==> src/rtl/i2s_dac_tx_mono.sv <==
// i2s_dac_tx_mono
// Mono I2S transmitter (bus master) for an external DAC/amplifier. Samples are
// accepted on a valid/ready stream into a 2-entry FIFO, then serialised MSB
// first onto both the left and right halves of a 64-slot I2S frame. BCLK and
// WS are derived here from the system clock.
// Optional build macro: I2S_DAC_TX_UNDERRUN_CNT_EN adds a saturating 16-bit
// counter of frame starts that found the FIFO empty (port o_underrun).
module i2s_dac_tx_mono #(
   parameter int DW       = 18,
   parameter int HALF_DIV = 20
) (
   input  logic          clk,
   input  logic          RST,
   input  logic [DW-1:0] i_data,
   input  logic          i_vld,
   output logic          o_rdy,
   output logic          o_bclk,
   output logic          o_ws,
   output logic          o_sdata,
   output logic          o_frame
`ifdef I2S_DAC_TX_UNDERRUN_CNT_EN
   ,
   output logic [15:0]   o_underrun
`endif
);

   localparam int              DivW    = $clog2(HALF_DIV);
   localparam logic [DivW-1:0] DivLast = DivW'(HALF_DIV - 1);

   logic [DivW-1:0] divCnt_q, divCnt_d;
   logic            bclk_q, bclk_d;
   logic [5:0]      bitCnt_q, bitCnt_d;
   logic            ws_q, ws_d;
   logic            sdata_q, sdata_d;
   logic            frame_q, frame_d;
   logic            rdy_q, rdy_d;
   logic [1:0]      count_q, count_d;
   logic [DW-1:0]   mem0_q, mem0_d;
   logic [DW-1:0]   mem1_q, mem1_d;
   logic [DW-1:0]   outReg_q, outReg_d;

   logic divWrap;
   logic fallEvt;
   logic frameStart;
   logic wrEn;
   logic popEn;

   // A falling BCLK edge is the half-period wrap while BCLK is high; the frame
   // boundary is the falling edge that takes the slot counter from 63 back to 0.
   assign divWrap    = (divCnt_q == DivLast);
   assign fallEvt    = divWrap && bclk_q;
   assign frameStart = fallEvt && (bitCnt_q == 6'd63);
   assign wrEn       = i_vld && rdy_q;
   assign popEn      = frameStart && (count_q != 2'd0);

   // Next-state logic for the clock divider, slot counter, FIFO and serial output.
   always_comb begin
      divCnt_d = divWrap ? '0 : divCnt_q + 1'b1;
      bclk_d   = divWrap ? ~bclk_q : bclk_q;
      bitCnt_d = bitCnt_q;
      ws_d     = ws_q;
      sdata_d  = sdata_q;
      frame_d  = frameStart;
      mem0_d   = mem0_q;
      mem1_d   = mem1_q;
      count_d  = count_q;
      outReg_d = outReg_q;

      // Write and frame-start pop can coincide. With an empty FIFO the pop is
      // suppressed (popEn is low) so only the write lands. Both at once is only
      // reachable with one entry held, since a write needs room and a pop needs
      // data: the old head leaves and the new sample becomes head.
      case ({wrEn, popEn})
         2'b10: begin
            if (count_q == 2'd0) begin
               mem0_d = i_data;
            end else begin
               mem1_d = i_data;
            end
            count_d = count_q + 2'd1;
         end
         2'b01: begin
            outReg_d = mem0_q;
            mem0_d   = mem1_q;
            count_d  = count_q - 2'd1;
         end
         2'b11: begin
            outReg_d = mem0_q;
            mem0_d   = i_data;
         end
         default: begin
         end
      endcase

      rdy_d = (count_d != 2'd2);

      // Slot k of each half carries out_reg[DW-k] for k=1..DW; slot 0 is the
      // one-bit I2S delay after the WS edge and slots past DW are zero padding.
      if (fallEvt) begin
         bitCnt_d = bitCnt_q + 6'd1;
         ws_d     = bitCnt_d[5];
         sdata_d  = 1'b0;
         for (int k = 1; k <= DW; k++) begin
            if (bitCnt_d[4:0] == 5'(k)) begin
               sdata_d = outReg_d[DW-k];
            end
         end
      end
   end

   // Register all state; reset discards buffered samples and restarts the frame.
   always_ff @(posedge clk) begin
      if (RST) begin
         divCnt_q <= '0;
         bclk_q   <= 1'b0;
         bitCnt_q <= '0;
         ws_q     <= 1'b0;
         sdata_q  <= 1'b0;
         frame_q  <= 1'b0;
         rdy_q    <= 1'b1;
         count_q  <= '0;
         mem0_q   <= '0;
         mem1_q   <= '0;
         outReg_q <= '0;
      end else begin
         divCnt_q <= divCnt_d;
         bclk_q   <= bclk_d;
         bitCnt_q <= bitCnt_d;
         ws_q     <= ws_d;
         sdata_q  <= sdata_d;
         frame_q  <= frame_d;
         rdy_q    <= rdy_d;
         count_q  <= count_d;
         mem0_q   <= mem0_d;
         mem1_q   <= mem1_d;
         outReg_q <= outReg_d;
      end
   end

   assign o_rdy   = rdy_q;
   assign o_bclk  = bclk_q;
   assign o_ws    = ws_q;
   assign o_sdata = sdata_q;
   assign o_frame = frame_q;

`ifdef I2S_DAC_TX_UNDERRUN_CNT_EN
   logic [15:0] underrun_q, underrun_d;

   // Count frame starts that found nothing to pop, holding at the maximum.
   always_comb begin
      underrun_d = underrun_q;
      if (frameStart && (count_q == 2'd0) && (underrun_q != 16'hFFFF)) begin
         underrun_d = underrun_q + 16'd1;
      end
   end

   // Underrun counter register.
   always_ff @(posedge clk) begin
      if (RST) begin
         underrun_q <= '0;
      end else begin
         underrun_q <= underrun_d;
      end
   end

   assign o_underrun = underrun_q;
`endif

endmodule
==> config.mk <==
export PLATFORM = sky130hd
export DESIGN_NAME = i2s_dac_tx_mono
export DESIGN_NICKNAME = d
export VERILOG_FILES = /design/src/rtl/i2s_dac_tx_mono.sv
export SDC_FILE = /design/constraint.sdc
export NUM_CORES = 1
export LEC_CHECK = 0
export CORE_MARGIN = 4
export CORE_UTILIZATION = 44
export DETAILED_ROUTE_END_ITERATION = 8
export GPL_TIMING_DRIVEN = 0
export HOLD_SLACK_MARGIN = 0.02
export PLACE_DENSITY = 0.7
export SETUP_SLACK_MARGIN = 0.05
export SYNTH_ARGS = -nofsm -noshare
export SYNTH_HDL_FRONTEND = slang
export SYNTH_SLANG_ARGS = --single-unit
==> constraint.sdc <==
create_clock -name clk -period 9.06 [get_ports clk]
set_clock_uncertainty 0.2 [all_clocks]
set_input_delay 2.265 -clock clk [delete_from_list [all_inputs] [get_ports clk]]
set_output_delay 2.265 -clock clk [all_outputs]
set_load 0.005 [all_outputs]
# Yosys cells after proc, flatten, opt, wreduce, memory -nomap -nowiden
# Index checks and enable logic that the tools add are counted.
# word_totals
register_bits	72
latch_bits	0
ram_bits	0
romBits	0
in_bits	21
out_inout_bits	5
word_cells	75
n_memories	0
# classes
addsub	4
multipliers	0
div	0
order_cmp	0
n_eq_ne	25
shift	0
muxes	22
n_bitwise	2
reduce_logical	11
# ops
operator	n
$pmux 18 s3	1
$eq 5x4->1 const B	8
$mux 18	2
$eq 5x3->1 const B	4
$eq 5x5->1 const B	4
$mux 1	18
$eq 5x2->1 const B	2
$add 6x1->6 const B	1
$eq 6x6->1 const B	1
$add 5x1->5 const B	1
$eq 5x1->1 const B	1
$eq 2x2->1 const B	2
$logic_and 1x1->1	4
$ne 2x2->1 const B	2
$pmux 2 s2	1
$reduce_and 2->1	2
$reduce_or 2->1	2
$reduce_bool 3->1	1
$add 2x1->2 const B	1
$eq 2x1->1 const B	1
$logic_not 2->1	1
$not 1->1	2
$reduce_bool 2->1	1
$sub 2x1->2 const B	1

# Depth between registers and ports, before layout
# logic_depth
word_depth	25
depth_mapped	10
mapped_depth_nobuf	9

# Worst setup path after synthesis
# Ideal clock, no wire load.
# synth_timing
path_type	input to register
from	input i_vld
to	register mem0_q[0]
setup_ps	138
arrival_time_ps	3711
required_ps	8722
slack_ps	5011
path_stages	6
path_buffers	2
path_cell_list	nand2_1 > ha_1 > clkbuf_1 > clkbuf_1 > mux2i_1 > a211oi_1
# synth_via
elab_chain_cells	4
word_cells_on_any_way	8
classes_between	eq/ne (4); mux (1); reduce/logical (3)
# synth_lines
item	line	rtl
from (decl)	15	input logic i_vld,
$logic_and 1x1->1 *	53	assign wrEn = i_vld && rdy_q;
$eq 2x2->1 or $eq 2x1->1 (tied branches)	73	case ({wrEn, popEn})
$ne 2x2->1 (no line) or $reduce_bool 3->1 (tied branches)	n/a	
$reduce_and 2->1 (no line)	n/a	
to (signal assigned)	134	mem0_q <= mem0_d;
to (decl)	38	logic [DW-1:0] mem0_q, mem0_d;
# Every way passes the cells marked *; elsewhere a longest branch is shown, timed or not.
# A chain may end at the register's enable or synchronous reset.

# Final worst setup path
# layout_timing
from	input i_vld
to	register mem0_q[11]
# Same word-level chain as after synthesis.

==> run summary <==
CTS Root Cell - clkbuf_8
Clock Path Buffers - 2
Area added between synthesis and finish - 17.8%
Worst path bufs/invs - 3
Port buffer count - 24
FILL cells - 686
Worst-path fanout max - 10
Pin count of the biggest net entering global routing - 14
Hold buffers post-CTS - 0
Post-CTS Setup Bufs - 0
Leakage dissipation - 1.44 nW
Final Util - 53.7%
Crit path top cell by count - clkbuf_1
Worst Setup Start Kind - input port
Placed Cells - 507
Yosys warns - 0
DR iter-0 viols - 141
VDD IR max - 132 uV
Worst EP arrival - 4560 ps
Chip Height - 94.9 um
Core ar. - 7290 um2
Crit path largest cell delay - 600 ps
Least-Margin Pin Slew - 1030 ps
Final Hold Fails - 0
# resized after CTS - 0
Initial Util - 45.6%
Synth unique cells - 50
Initial antenna violation count - 0
Crit-path cells - clkdlybuf4s50_1 -> nand2_1 -> ha_1 -> clkbuf_1 -> clkbuf_1 -> mux2i_1 -> a211oi_1
Tot GR Track Use - 17.1%
Pwr dens - 176 nW/um2
Final WS setup - 4570 ps
Worst Setup End Kind - flip-flop
Max-cap violations - 0
DR vias/cell - 5.28
WS Path Type - in2reg
Unrepaired setup endpoints after global routing - no
Fin crit share - 49.6%
Flops & latches, synth - 71
Routability cong. - 0.933
# IOs - 26
TNS Setup - 0 ps
Tmin final - 4490 ps
DRC violations left - 0
Routed vias - 2759
Commonest non-fill, non-tap cell in the layout - dfxtp_1
# diodes - 0
Post-synth EDFFs - 0
Syn Nets - 413
Worst-Skew Late Latency - 350 ps
Drt first pass iters - 4
Die X-Extent - 94.9 um
CTS tree - done
H-Tree Depth - 3
Critical path's slowest cell - clkbuf_1
Cell count after synthesis - 384
Worst-path clk slew - 80 ps
Top_reg_cell synth - dfxtp_1
Hold Path Class - reg2reg
Share of layout cells above drive strength 1 - 6.84%
Antenna Nets Post-Route - 0
Die Area - 9010 um2
Core Rows - 31
Layout Cells excl Fill - 523
Nets@finish - 448
Cell family with most CP delay - buffers and inverters
Syn Area/Cell - 8.66 um2
Grt ovf - 0
Placement Setup Slack - 4250 ps
Sink Count - 71
Required @ worst endpoint - 9130 ps
Total wire length - 7.09 mm
Status - finished, final reports clean
Hpwl dp - 5.29 mm
Vias in the first global route - 2640
Mean routed wirelength per cell - 13.6 um
Relative slew margins - 30.6%
Most frequent cells in the layout - dfxtp_1 (71), nor2_1 (55), nand2_1 (50), mux2i_1 (35), a21oi_1 (26)
Sequential area share after synthesis - 42.7%
Pwr Total - 690 uW
FFs w/ async S/R, synth - 0%
Final slew viol count - 0
Achievable frequency - 223 MHz
Final setup vio count - 0
First-pass GRT wire length - 12.0 mm
Synthesized area - 3330 um2
Num CTS Buffers - 9
## layer usage
metal | up-vias | track usage (%) | wire length, um
li1 | 1417 | - | -
met3 | 11 | 4.06 | 309
met1 | 1268 | 20.0 | 3170
met4 | 0 | 7.33 | 118
met5 | - | 0 | 0
met2 | 63 | 29.5 | 3490
## worst paths after layout
path	startpoint	to	slack, ps	cells after the start
setup / recovery	i_vld	mem0_q[11]	4570	7
hold / removal	mem1_q[8]	mem1_q[8]	260	2
setup reg to reg	bitCnt_q[1]	mem0_q[11]	5610	9
hold reg to reg	mem1_q[8]	mem1_q[8]	260	2
## area by class of cell
type | count | area (um2) | area share, %
Tap cell | 99 | 124 | 3.16
Multi-Input combinational cell | 276 | 1750 | 44.6
Clock buffer | 10 | 138 | 3.51
Inverter | 11 | 41.3 | 1.05
Buffer | 26 | 116 | 2.97
Timing Repair Buffer | 24 | 240 | 6.13
Clock inverter | 6 | 91.3 | 2.33
Sequential cell | 71 | 1420 | 36.3
## where the power goes
| group | internal [mW] | switching, mW |
|---|---|---|
| clock | 0.164 | 0.125 |
| combinational | 0.0262 | 0.0353 |
| sequential | 0.330 | 0.00962 |
## cell usage after synthesis, drive strengths merged, types with 2 or more instances
master  instances  area, um2
or3             6       37.5
buf             4       33.8
nor4            2       12.5
o31ai           3       22.5
a31oi           2       12.5
o22ai           2       12.5
o21ai           5       25.0
clkbuf         22       82.6
xor2            3       26.3
a311o           2       20.0
dfxtp          71       1420
nand2b          2       12.5
inv            11       41.3
o22a            2       17.5
nor3            7       35.0
a21oi          27        139
and3b           2       17.5
mux2            4       48.8
a21boi          2       15.0
mux2i          35        350
a221oi          3       26.3
nand2          50        188
nand4           4       25.0
o221a           2       22.5
a22oi           2       15.0
a211oi         19        143
xnor2           6       52.6
nor2b           6       37.5
nor2           55        206
ha              8        100
## state kept, by name, summed over array words and instances, names as in the netlist
register and cells:
bitCnt_q 6, count_q 2, divCnt_q 5, mem0_q 18
mem1_q 18, o_bclk 1, o_frame 1, o_rdy 1
o_sdata 1, outReg_q 18
## metrics by stage
stage / hold WS (ps) / area (um2)
global route: 281 / 3920
detailed placement: 248 / 3690
floorplan: 233 / 3330
CTS: 259 / 3920
finish: 255 / 3920
global placement: 241 / 3690
## worst min-delay path: stages, from the launching register on
cell,delay (ps)
dfxtp_1,310
nand2_1,50
a21oi_1,50
## logic make-up (layout without fill, tap and decap cells)
kind of cell | after synthesis | after routing | synth area share, %
adders and majority gates | 8 | 8 | 3.01
buffers and inverters | 37 | 77 | 4.74
AOI/OAI and AO/OA | 78 | 78 | 16.1
DFF | 71 | 71 | 42.7
muxes | 39 | 39 | 12.0
and+or+nand+nor | 142 | 142 | 19.1
xor gates and xnor gates | 9 | 9 | 2.37
Note: power is estimated with default switching activity, not from simulation.
